**src/rtl/alu_arbiter.sv**
```systemverilog
// Two-requester arbiter in front of a shared combinational ALU: accept, execute, respond.
// Tie-break policy: define ALU_ARB_RR_EN for round-robin, otherwise port 0 has fixed priority.
module alu_arbiter #(
   parameter int WIDTH = 32
) (
   input  logic             clk,
   input  logic             rst_n,
   input  logic             req0_valid,
   output logic             req0_ready,
   input  logic [WIDTH-1:0] req0_a,
   input  logic [WIDTH-1:0] req0_b,
   input  logic [3:0]       req0_sel,
   input  logic             req1_valid,
   output logic             req1_ready,
   input  logic [WIDTH-1:0] req1_a,
   input  logic [WIDTH-1:0] req1_b,
   input  logic [3:0]       req1_sel,
   output logic [WIDTH-1:0] alu_a,
   output logic [WIDTH-1:0] alu_b,
   output logic [3:0]       alu_sel,
   input  logic [WIDTH-1:0] alu_result,
   output logic             rsp_valid,
   output logic             rsp_id,
   output logic [WIDTH-1:0] rsp_data,
   input  logic             rsp_ready
);

   // state | meaning
   // IDLE  | waiting for a request; grant computed combinationally
   // EXEC  | latched operands drive the ALU; result captured at end of cycle
   // RESP  | rsp_valid high, response held until rsp_ready
   typedef enum logic [1:0] {
      IDLE = 2'd0,
      EXEC = 2'd1,
      RESP = 2'd2
   } state_t;

   state_t           state_q, state_d;
   logic [WIDTH-1:0] a_q, a_d;
   logic [WIDTH-1:0] b_q, b_d;
   logic [3:0]       sel_q, sel_d;
   logic             id_q, id_d;
   logic             last_id_q, last_id_d;
   logic             rsp_id_q, rsp_id_d;
   logic [WIDTH-1:0] rsp_data_q, rsp_data_d;

   logic gnt_vld;
   logic gnt_id;

   always_comb begin
      gnt_vld = 1'b0;
      gnt_id  = 1'b0;
      if (state_q == IDLE) begin
         if (req0_valid && req1_valid) begin
            gnt_vld = 1'b1;
`ifdef ALU_ARB_RR_EN
            gnt_id  = ~last_id_q;
`else
            gnt_id  = 1'b0;
`endif
         end else if (req0_valid) begin
            gnt_vld = 1'b1;
            gnt_id  = 1'b0;
         end else if (req1_valid) begin
            gnt_vld = 1'b1;
            gnt_id  = 1'b1;
         end
      end
   end

   // Readies are gated by rst_n so nothing appears accepted while reset is held.
   assign req0_ready = rst_n && gnt_vld && !gnt_id;
   assign req1_ready = rst_n && gnt_vld &&  gnt_id;

   always_comb begin
      state_d    = state_q;
      a_d        = a_q;
      b_d        = b_q;
      sel_d      = sel_q;
      id_d       = id_q;
      last_id_d  = last_id_q;
      rsp_id_d   = rsp_id_q;
      rsp_data_d = rsp_data_q;
      case (state_q)
         IDLE: begin
            if (gnt_vld) begin
               a_d     = gnt_id ? req1_a   : req0_a;
               b_d     = gnt_id ? req1_b   : req0_b;
               sel_d   = gnt_id ? req1_sel : req0_sel;
               id_d    = gnt_id;
               state_d = EXEC;
            end
         end
         EXEC: begin
            rsp_data_d = alu_result;
            rsp_id_d   = id_q;
            last_id_d  = id_q;
            state_d    = RESP;
         end
         RESP: begin
            if (rsp_ready) state_d = IDLE;
         end
         default: state_d = IDLE;
      endcase
   end

   always_ff @(posedge clk or negedge rst_n) begin
      if (!rst_n) begin
         state_q    <= IDLE;
         a_q        <= '0;
         b_q        <= '0;
         sel_q      <= '0;
         id_q       <= 1'b0;
         last_id_q  <= 1'b1;
         rsp_id_q   <= 1'b0;
         rsp_data_q <= '0;
      end else begin
         state_q    <= state_d;
         a_q        <= a_d;
         b_q        <= b_d;
         sel_q      <= sel_d;
         id_q       <= id_d;
         last_id_q  <= last_id_d;
         rsp_id_q   <= rsp_id_d;
         rsp_data_q <= rsp_data_d;
      end
   end

   assign alu_a     = a_q;
   assign alu_b     = b_q;
   assign alu_sel   = sel_q;
   assign rsp_valid = (state_q == RESP);
   assign rsp_id    = rsp_id_q;
   assign rsp_data  = rsp_data_q;

endmodule

```
**config.mk**
```make
export PLATFORM = sky130hd
export DESIGN_NAME = alu_arbiter
export DESIGN_NICKNAME = d
export VERILOG_FILES = /design/src/rtl/alu_arbiter.sv
export SDC_FILE = /design/constraint.sdc
export NUM_CORES = 1
export LEC_CHECK = 0
export ABC_AREA = 1
export BUFFER_PORTS_ARGS = -buffer_cell sky130_fd_sc_hd__buf_2
export CAP_MARGIN = 0
export CORE_MARGIN = 2
export CORE_UTILIZATION = 31
export CTS_CLUSTER_SIZE = 12
export DETAILED_ROUTE_END_ITERATION = 10
export PLACE_DENSITY = 0.69
export REMOVE_ABC_BUFFERS = 1
export SETUP_SLACK_MARGIN = 0.2
export SLEW_MARGIN = 20
export SYNTH_ARGS = -nofsm -noshare
export SYNTH_HDL_FRONTEND = slang
export SYNTH_SLANG_ARGS = --single-unit
```
**constraint.sdc**
```tcl
create_clock -name clk -period 1.5 [get_ports clk]
set_input_delay 0.15 -clock clk [delete_from_list [all_inputs] [get_ports clk]]
set_output_delay 0.15 -clock clk [all_outputs]
set_load 0.02 [all_outputs]
```
* After elaboration in Yosys (flattened, before gate mapping)
Index checks and enable logic that the tools add are counted.
Storage, ports and cells: bits in registers 104, input bits 173, logic and storage cells 32, output and inout bits 104
Operators by class: equality and inequality tests 4, muxes and demuxes 13, reductions and logical operators 8
Operators with widths (number):
- $mux 32 | 2
- $mux 1 | 7
- $pmux 2 s3 | 1
- $logic_and 1x1->1 | 4
- $mux 2 | 2
- $mux 4 | 1
- $reduce_and 2->1 | 2
- $eq 2x1->1 const B | 1
- $eq 2x2->1 const B | 1
- $logic_not 2->1 | 1
- $ne 2x1->1 const B | 1
- $ne 2x2->1 const B | 1
- $logic_not 1->1 | 1

* Longest topological paths before layout
Gate-level depths: netlist of the first run.
word-level depth 6, gate-level depth with buffers 7

* Worst setup path after synthesis of the first run
No wires, ideal clock.
path type register to output, start point register state_q[0], end point output req0_ready, buffers on the path 2, arrival 1433 ps, path slack -83 ps, stages on the path, launching flop included 6, required time 1350 ps, cell sequence dfrtp_1 > buf_4 > nor2_4 > o21ai_2 > clkbuf_1 > nor3_1
On the way: word-level cells in the longest chain between the ends 4, elaborated cells on any way between the ends 6, classes of those cells 2 x mux; 4 x reduce/logical
RTL lines:
- from (decl) | line 38 | state_t state_q, state_d;
- from (signal assigned) | line 118 | state_q <= state_d;
- $logic_not 2->1 (*) | line 53 | if (state_q == IDLE) begin
- $mux 1 | line 53
- $logic_and 1x1->1 or $logic_not 1->1 (tied branches) | line 72 | assign req0_ready = rst_n && gnt_vld && !gnt_id;
- $logic_and 1x1->1 (*) | line 72
- to (decl) | line 9 | output logic req0_ready,
Mark *: on every way between the ends. The rest lies on a longest branch, timed or not.

* Final worst setup path of the first run
start point register state_q[1], end point output rsp_valid
On the way: word-level cells in the longest chain between the ends 1
RTL lines:
- $eq 2x2->1 | line 132 | assign rsp_valid = (state_q == RESP);
- to (decl) | line 22 | output logic rsp_valid,
Every way passes these cells.

==> results of run 1 <==
through the flow:
step	hold slack (ns)	utilization, %
6_report	0.0436	45.2
3_3_place_gp	0.295	42.1
2_1_floorplan	-0.146	-
4_1_cts	-0.0758	44.7
3_5_place_dp	0.301	42.1
5_1_grt	0.0347	45.1
per-layer routing:
| layer | wire [µm] | track usage (%) |
|---|---|---|
| met5 | 0 | 0 |
| met4 | 142 | 3.74 |
| met3 | 1600 | 5.37 |
| met2 | 7310 | 28.3 |
| met1 | 7070 | 23.4 |
critical path: cells and delay by family (launching register included):
kind / cells / cell delay (ns)
and+or+nand+nor: 1 / 0.04
DFF: 1 / 0.41
buffers and inverters: 5 / 0.59
cell type report:
type	count	area [µm²]	share of cell area (%)
diodes	1	2.50	0.0333
clock buffers	12	246	3.28
clock inverters	4	52.6	0.699
inverters	140	528	7.03
multi-input cells	452	1960	26.1
flip-flops and latches	104	2600	34.6
well taps	220	275	3.66
repair buffers	306	1850	24.6
flip-flops by register name, indices dropped and copies added (netlist names):
register,flops
rsp_data,32
alu_a,32
alu_sel,4
rsp_id,1
alu_b,32
state_q,2
id_q,1
power groups by stage:
stage / sequential [mW] / clock, mW / combinational, mW
final: 4.98 / 2.38 / 8.30
after detailed placement: 4.97 / 0 / 7.85
after global placement: 4.99 / 0 / 7.69
after CTS: 4.97 / 2.48 / 8.27
after floorplan: 6.69 / 0 / 2.79
after global routing: 5.14 / 2.57 / 9.17
cells in the final DEF, fill, tap and decap left out:
cell type and instances:
nand2_1 272, nand2_4 1, nand3_1 168, buf_8 3, nor2_2 1, buf_4 14
nor3_2 1, dlygate4sd3_1 1, nor2_4 2, diode_2 1, bufinv_16 1, o21ai_4 1
clkinv_2 1, o21ai_0 1, inv_4 1, clkbuf_16 9, bufbuf_16 2, buf_12 12
clkinv_4 1, inv_6 1, o21ai_1 1, clkbuf_8 1, buf_2 272, buf_6 2
nor2_1 3, inv_1 139, clkbuf_1 2, and2b_4 1, dfrtp_1 104
what timing repair did:
action                                 CTS  global route
gates cloned                             2             0
endpoints found under the hold margin  104           104
pin swaps                                2             0
buffers inserted                         4             5
setup endpoints to repair              105           106
gates resized for setup                 14             6
kinds of logic after synthesis:
kind of cell    Yosys count  share of synthesized area (%)
compound gates            3                          0.353
buf+inv                 186                           14.7
flops                   104                           49.0
simple gates            449                           36.0
worst max-delay path by stage:
stage / from / endpoint
3_5_place_dp: state_q[0]$_DFFE_PN0P_ / alu_sel[2]$_DFFE_PN0P_
2_1_floorplan: req1_valid / req1_ready
5_1_grt: state_q[1]$_DFFE_PN0P_ / req0_ready
6_report: state_q[1]$_DFFE_PN0P_ / rsp_valid
4_1_cts: state_q[1]$_DFFE_PN0P_ / req0_ready
3_3_place_gp: state_q[0]$_DFFE_PN0P_ / alu_sel[2]$_DFFE_PN0P_
==> results.cfg, run 1 <==
[clock_tree]
clockBufferDepth = 2
cts_buffers = 9
cts_root_buffer = clkbuf_16
clk_pin_slew_ns = 0.07
cts_tree = yes
cts.sinks = 104
cts_htree_levels = 3
clk-insertion-delay-late_ns = 0.34

[die]
fp.coreArea_um2 = 16600
start_util_pct = 31.9
die-area_um2 = 18200
rows = 47
die_h_um = 135
die_w_um = 135
io_pins = 277

[final_layout]
area_growth_pct = 41.4
n_fill_cell = 1693
final_area_um2 = 7520
nets = 1186
drive_above_1_share_pct = 32.1
stdcell_count = 1239

[synth]
synth-main-ff-cell = dfrtp_1
synth.top_cells.by_count = 273 x nand2_1, 168 x nand3_1, 139 x inv_1
synthArstFlopShare_pct = 100
synthTopCellsByArea = dfrtp_1 49%, nand2_1 19%, nand3_1 16%, inv_1 9.8%, buf_6 1.5%
synth_top_area_share_pct = 49.0
ys_ff_latch = 104
synth_warnings = 0
syn-instance-count = 742
avgSynthCellArea_um2 = 7.16
yosysTopAreaCell = dfrtp_1
synth.most_common_cell = nand2_1
ys_seq_area_share_pct = 49.0
syn_area_um2 = 5310
synth_enable_flop_cells = 0
ys_types = 18

[global_routing]
groute.usage.overall_pct = 17.6
grt_first_pass_wirelength_um = 25700
grt_pass1_vias = 5133
antenna_found_initial = 1
grt_start_max_net_pins = 105
grt.overflow.total = 0

[worst_setup_path]
worstReg2RegStart = state_q[1]$_DFFE_PN0P_
start_kind = flop
cp_common_cell = buf_4
r2r_cells = 6
crit_chain = buf_4 -> buf_6 -> inv_4 -> buf_12 -> nor2_1 -> buf_4
r2r_end = alu_b[17]$_DFFE_PN0P_
crit_type = reg2out
required_ns = 1.35
critPathMaxFanout = 8
critPathMaxStageDelay_ns = 0.41
cp.arrival_ns = 1.38
cp_slowest_cell = dfrtp_1
endpoint_kind = primary output
timing.reg2reg.setup_slack_ns = 0.01

[sta]
tightest_slew_ns = 0.586
hold_viol = 0
slew_viol_final = 0
setup_viol = 2
fin_skew_ns = 0.0102
tns_ns = -0.0370
max-slew-margin-rel_pct = 61.0
setup_ws_ns = -0.0292
layout_worst_path_cycle_share_pct = 102
period_minus_slack_ns = 1.53
max_freq_ghz = 0.654
rsz0062_at_grt = yes

[detailed_routing]
drc = 0
dr.pass1.iters = 5
routedWlPerCell_um = 13.0
drt_iter0_drc = 247
wl_um = 16100
viasPerCell = 4.45
dr_total_vias = 5517
antenna_left = 0

[power_and_ir_drop]
p_leak_nw = 4.72
pwr-share-seq_pct = 31.8
pwr-share-clk_pct = 15.2
p_comb_share_pct = 53.0
swShare_pct = 45.0
p_sw_mw = 7.04
p_per_area_nw_per_um2 = 2080
internal_power_mw = 8.61
power_mw = 15.7
ir_drop_uv = 899

[place]
dp_hpwl_um = 11400
dpl_cell_area_um2 = 7010
post-place-ws_ns = 0.0836
dpl.cell_count = 1210
portBuffers = 276
gp_congestion = 0.785

[min_path]
min_to = state_q[1]$_DFFE_PN0P_
holdPathStages = 4
hp-class = in2reg
min_from = rsp_ready

[status]
outcome = finished with violations
violations = setup timing

[flow_run]
cap_violations = 0
(Power assumes the default switching activity.)
==> run 2: changes to the inputs <==
--- a/config.mk
+++ b/config.mk
@@ -10,9 +10,9 @@
 export CAP_MARGIN = 0
 export CORE_MARGIN = 2
 export CORE_UTILIZATION = 31
-export CTS_CLUSTER_SIZE = 12
+export CTS_BUF_LIST = sky130_fd_sc_hd__clkbuf_8 sky130_fd_sc_hd__clkbuf_16
 export DETAILED_ROUTE_END_ITERATION = 10
-export PLACE_DENSITY = 0.69
+export PLACE_DENSITY = 0.71
 export REMOVE_ABC_BUFFERS = 1
 export SETUP_SLACK_MARGIN = 0.2
 export SLEW_MARGIN = 20
==> constraint.sdc (replaced) <==
create_clock -name clk -period 1.4 [get_ports clk]
set_input_delay 0.14 -clock clk [delete_from_list [all_inputs] [get_ports clk]]
set_output_delay 0.14 -clock clk [all_outputs]
set_load 0.02 [all_outputs]
==> results.cfg, run 2 (synthesis gave the netlist of run 1 again) <==
[sta]
setup_ws_ns = -0.157
period_minus_slack_ns = 1.56
slew_viol_final = 0
whs_ns = 0.0326
fin_skew_ns = 0.00989
tightest_slew_ns = 0.615
max_freq_ghz = 0.642
layout_worst_path_cycle_share_pct = 111
rsz0062_at_grt = yes
hold_viol = 0
max-slew-margin-rel_pct = 59.0
setup_viol = 72

[detailed_routing]
dr.pass1.iters = 4
antenna_left = 0
drt_iter0_drc = 210
wl_um = 17500
wl_met1_um = 7480
route.met2.wl_um = 8130
drc = 0
dr_total_vias = 5706
routedWlPerCell_um = 14.0
top_layer = met5
viasPerCell = 4.57
wl_met3_um = 1560

[worst_setup_path]
endpoint_kind = primary output
start_kind = flop
r2r_cells = 8
timing.reg2reg.setup_slack_ns = -0.11
worstReg2RegStart = state_q[0]$_DFFE_PN0P_
cp.arrival_ns = 1.42
r2r_end = alu_b[26]$_DFFE_PN0P_
startpoint = state_q[0]$_DFFE_PN0P_
critPathMaxFanout = 4
required_ns = 1.26
crit_type = reg2out

[final_layout]
area_growth_pct = 46.9
final_cell_mix = 272 x nand2_1, 272 x buf_2, 144 x nand3_1, 140 x inv_1, 104 x dfrtp_1
stdcell_count = 1248
nets = 1196
drive_above_1_share_pct = 35.2

[place]
dpl.cell_count = 1213
dp_hpwl_um = 11700
gp_congestion = 0.789
portBuffers = 276

[clock_tree]
cts_buffers = 9
cts.sinks = 104
clk-insertion-delay-late_ns = 0.35
cts_root_buffer = clkbuf_16
cts_htree_levels = 3
cts_tree = yes
clockBufferDepth = 2
clk_pin_slew_ns = 0.07

[power_and_ir_drop]
swShare_pct = 45.3
ir_drop_uv = 943
p_sw_mw = 8.01
pwr-share-seq_pct = 30.2
p_comb_share_pct = 55.7
p_leak_nw = 4.84
p_per_area_nw_per_um2 = 2270
internal_power_mw = 9.68
power_mw = 17.7
pwr-share-clk_pct = 14.1

[global_routing]
antenna_found_initial = 3
grt.overflow.total = 0
grt_start_max_net_pins = 105
groute.usage.overall_pct = 18.1
grt_first_pass_wirelength_um = 26000
grt_pass1_vias = 5182

[die]
die_h_um = 135
rows = 47
start_util_pct = 31.9
fp.coreArea_um2 = 16600
die-area_um2 = 18200
die_w_um = 135
io_pins = 277

[min_path]
min_from = alu_result[25]
holdPathStages = 3
hp-class = in2reg
min_to = rsp_data[25]$_DFFE_PN0N_

[status]
violations = setup timing
outcome = finished with violations

[flow_run]
cap_violations = 0
## run 2: changes by cell type in the layout (fill, tap and decap cells not counted), sizes merged
cell / delta
clkbuf: +1
bufbuf: -1
clkinv: +2
buf: +7
## run 2: power groups by stage
stage | Sequential [mW] | Combinational, mW | Clock, mW
finish | 5.34 | 9.86 | 2.49
global placement | 5.33 | 8.38 | 0
global route | 5.48 | 10.7 | 2.68
floorplan | 7.16 | 2.99 | 0
CTS | 5.32 | 9.22 | 2.59
detailed placement | 5.33 | 8.50 | 0
## run 2: worst max-delay path by stage
stage | end | slack [ns] | cells past startpoint
after floorplan | req1_ready | -2.27 | 4
after global placement | alu_b[27]$_DFFE_PN0P_ | 0.04 | 6
after detailed placement | alu_b[5]$_DFFE_PN0P_ | -0.01 | 6
after CTS | req0_ready | -0.18 | 5
after global routing | req0_ready | -0.20 | 5
final | req0_ready | -0.16 | 5
## run 2: worst max-delay path, stage by stage (launching register included)
cell and delay, ns:
dfrtp_1 0.42, nor2_4 0.15, buf_12 0.13, o21ai_4 0.07, nor3_2 0.13, buf_4 0.18
## run 2: metrics by stage
step | util, % | setup TNS [ns] | instance area (µm²) | setup WS (ns)
global placement | 42.2 | 0 | 7030 | 0.0370
finish | 46.9 | -4.25 | 7800 | -0.157
floorplan | - | -157.58 | 5060 | -2.27
CTS | 45.3 | -6.57 | 7530 | -0.182
detailed placement | 42.2 | -0.0144 | 7030 | -0.0114
global route | 46.9 | -10.08 | 7800 | -0.198
## run 2: cell type report
type	instances	area, µm²
fillers	1615	8840
flip-flops and latches	104	2600
multi-input cells	452	2080
repair buffers	316	2020
inverters	140	531
well taps	220	275
clock buffers	9	225
clock inverters	6	61.3
diodes	1	2.50
## run 2: layer usage
metal | global-route usage, % | vias up
li1 | - | 2800
met1 | 22.9 | 2610
met2 | 30.2 | 265
met3 | 4.39 | 27
met4 | 6.32 | 4
met5 | 0 | -
## run 2: repair_timing
item | 4_1_cts | 5_1_grt
hold buffers | 1 | 0
setup endpoints to repair | 106 | 106
endpoints found under the hold margin | 104 | 0
cloned | 3 | 5
pin swaps | 2 | 46
buffers inserted | 8 | 2
resized for setup | 14 | 29
==> run 3: changes to the inputs <==
--- a/config.mk
+++ b/config.mk
@@ -13,7 +13,6 @@
 export CTS_BUF_LIST = sky130_fd_sc_hd__clkbuf_8 sky130_fd_sc_hd__clkbuf_16
 export DETAILED_ROUTE_END_ITERATION = 10
 export PLACE_DENSITY = 0.71
-export REMOVE_ABC_BUFFERS = 1
 export SETUP_SLACK_MARGIN = 0.2
 export SLEW_MARGIN = 20
 export SYNTH_ARGS = -nofsm -noshare
==> results.cfg, run 3 (synthesis gave the netlist of run 1 again) <==
[global_routing]
grt_pass1_vias = 5208
grt_start_max_net_pins = 105
grt.overflow.total = 0
antenna_found_initial = 0
grt_first_pass_wirelength_um = 25700
groute.usage.overall_pct = 18.0

[clock_tree]
cts_tree = yes
clk_pin_slew_ns = 0.07
cts_root_buffer = clkbuf_16
cts_htree_levels = 3
cts.sinks = 104
clk-insertion-delay-late_ns = 0.35
cts_buffers = 9
clockBufferDepth = 2

[sta]
slew_viol_final = 0
whs_ns = 0.0259
max_freq_ghz = 0.646
period_minus_slack_ns = 1.55
tns_ns = -4.49
fin_skew_ns = 0.00825
max-slew-margin-rel_pct = 63.1
setup_viol = 72
layout_worst_path_cycle_share_pct = 111
hold_viol = 0
tightest_slew_ns = 0.553
rsz0062_at_grt = yes
setup_ws_ns = -0.148

[place]
dp_hpwl_um = 11600
gp_congestion = 0.788
post-place-ws_ns = -0.0370
dpl.cell_count = 1222
dpl_cell_area_um2 = 7260
portBuffers = 276

[worst_setup_path]
crit_type = reg2out
start_kind = flop
crit_family = flip-flops
required_ns = 1.26
critPathMaxStageDelay_ns = 0.42
critPathMaxFanout = 4
cp.arrival_ns = 1.41
crit_chain = nor2_4 -> o21ai_4 -> nor3_4 -> buf_6
endpoint_kind = primary output
cp_slowest_cell = dfrtp_1
critical_path_buf_inv_count = 1

[power_and_ir_drop]
swShare_pct = 44.7
p_sw_mw = 7.98
internal_power_mw = 9.89
pwr-share-clk_pct = 14.2
p_comb_share_pct = 56.1
power_mw = 17.9
p_per_area_nw_per_um2 = 2240
p_leak_nw = 4.91
pwr-share-seq_pct = 29.7
ir_drop_uv = 858

[die]
die_h_um = 135
fp.coreArea_um2 = 16600
rows = 47
die-area_um2 = 18200
start_util_pct = 31.9
io_pins = 277
die_w_um = 135

[detailed_routing]
drc = 0
routedWlPerCell_um = 13.4
antenna_left = 0
drt_iter0_drc = 298
wl_um = 16900
dr.pass1.iters = 4
viasPerCell = 4.49
dr_total_vias = 5656

[status]
outcome = finished with violations
violations = setup timing

[final_layout]
diodes = 0
stdcell_count = 1261
nets = 1209
final_common_cell = buf_2
final_cell_mix = 272 x buf_2, 271 x nand2_1, 140 x inv_1, 140 x nand3_1, 104 x dfrtp_1
area_growth_pct = 50.0
drive_above_1_share_pct = 36.6
n_fill_cell = 1647
final_area_um2 = 7970
fin_util_pct = 47.9

[flow_run]
cap_violations = 0

[min_path]
hp-class = in2reg

[synth]
synth_nets = 915
==> run 3: cell count changes in the layout (fill, tap and decap cells not counted), sizes merged <==
cell | before | now
buf | 310 | 324
clkbuf | 13 | 12
and2b | 1 | 2
clkinvlp | 0 | 1
diode | 1 | 0
clkinv | 4 | 3
==> run 3: cell type report <==
type	instances	area, µm²	area share (%)
multi-input cells	453	2140	26.8
flip-flops and latches	104	2600	32.7
well taps	220	275	3.45
inverters	140	526	6.59
repair buffers	328	2130	26.8
clock inverters	6	60.1	0.754
clock buffers	10	239	3.00
==> run 3: worst paths after layout <==
kind	from	endpoint	slack, ns	depth (start not counted)
max	state_q[0]$_DFFE_PN0P_	req0_ready	-0.15	4
min	alu_result[26]	rsp_data[26]$_DFFE_PN0N_	0.03	3
max reg2reg	state_q[0]$_DFFE_PN0P_	alu_a[16]$_DFFE_PN0P_	-0.09	7
min reg2reg	rsp_data[8]$_DFFE_PN0N_	rsp_data[8]$_DFFE_PN0N_	0.47	2
max in group asynchronous	rst_n	alu_a[7]$_DFFE_PN0P_	0.52	3
min in group asynchronous	rst_n	alu_a[21]$_DFFE_PN0P_	0.46	3
==> run 3: layer usage <==
metal / vias up / global-route usage [%] / part of all wire, %
li1: 2824 / - / -
met4: 0 / 6.32 / 1.6
met3: 19 / 3.79 / 7.7
met1: 2591 / 23.2 / 43
met5: - / 0 / 0
met2: 222 / 29.9 / 47
==> run 3: power by group through the flow <==
stage	Clock [mW]	Combinational (mW)	Sequential [mW]
final	2.54	10.0	5.30
after global routing	2.75	10.9	5.48
after CTS	2.64	9.77	5.29
after detailed placement	0	8.75	5.31
after global placement	0	8.59	5.33
after floorplan	0	3.85	7.07
==> run 3: timing repair <==
item,CTS,global route
pin swaps,2,1
hold endpoints to repair,104,0
cloned,6,2
setup buffers,13,1
resized for setup,22,8
hold buffers,1,0
endpoints found under the setup margin,106,106
==> run 3: worst reg2reg max path: cells and delay by family (launching register included) <==
| family | cells | cell delay [ns] |
|---|---|---|
| buffers and inverters | 3 | 0.46 |
| flip-flops | 1 | 0.42 |
| AND/OR/NAND/NOR | 4 | 0.56 |
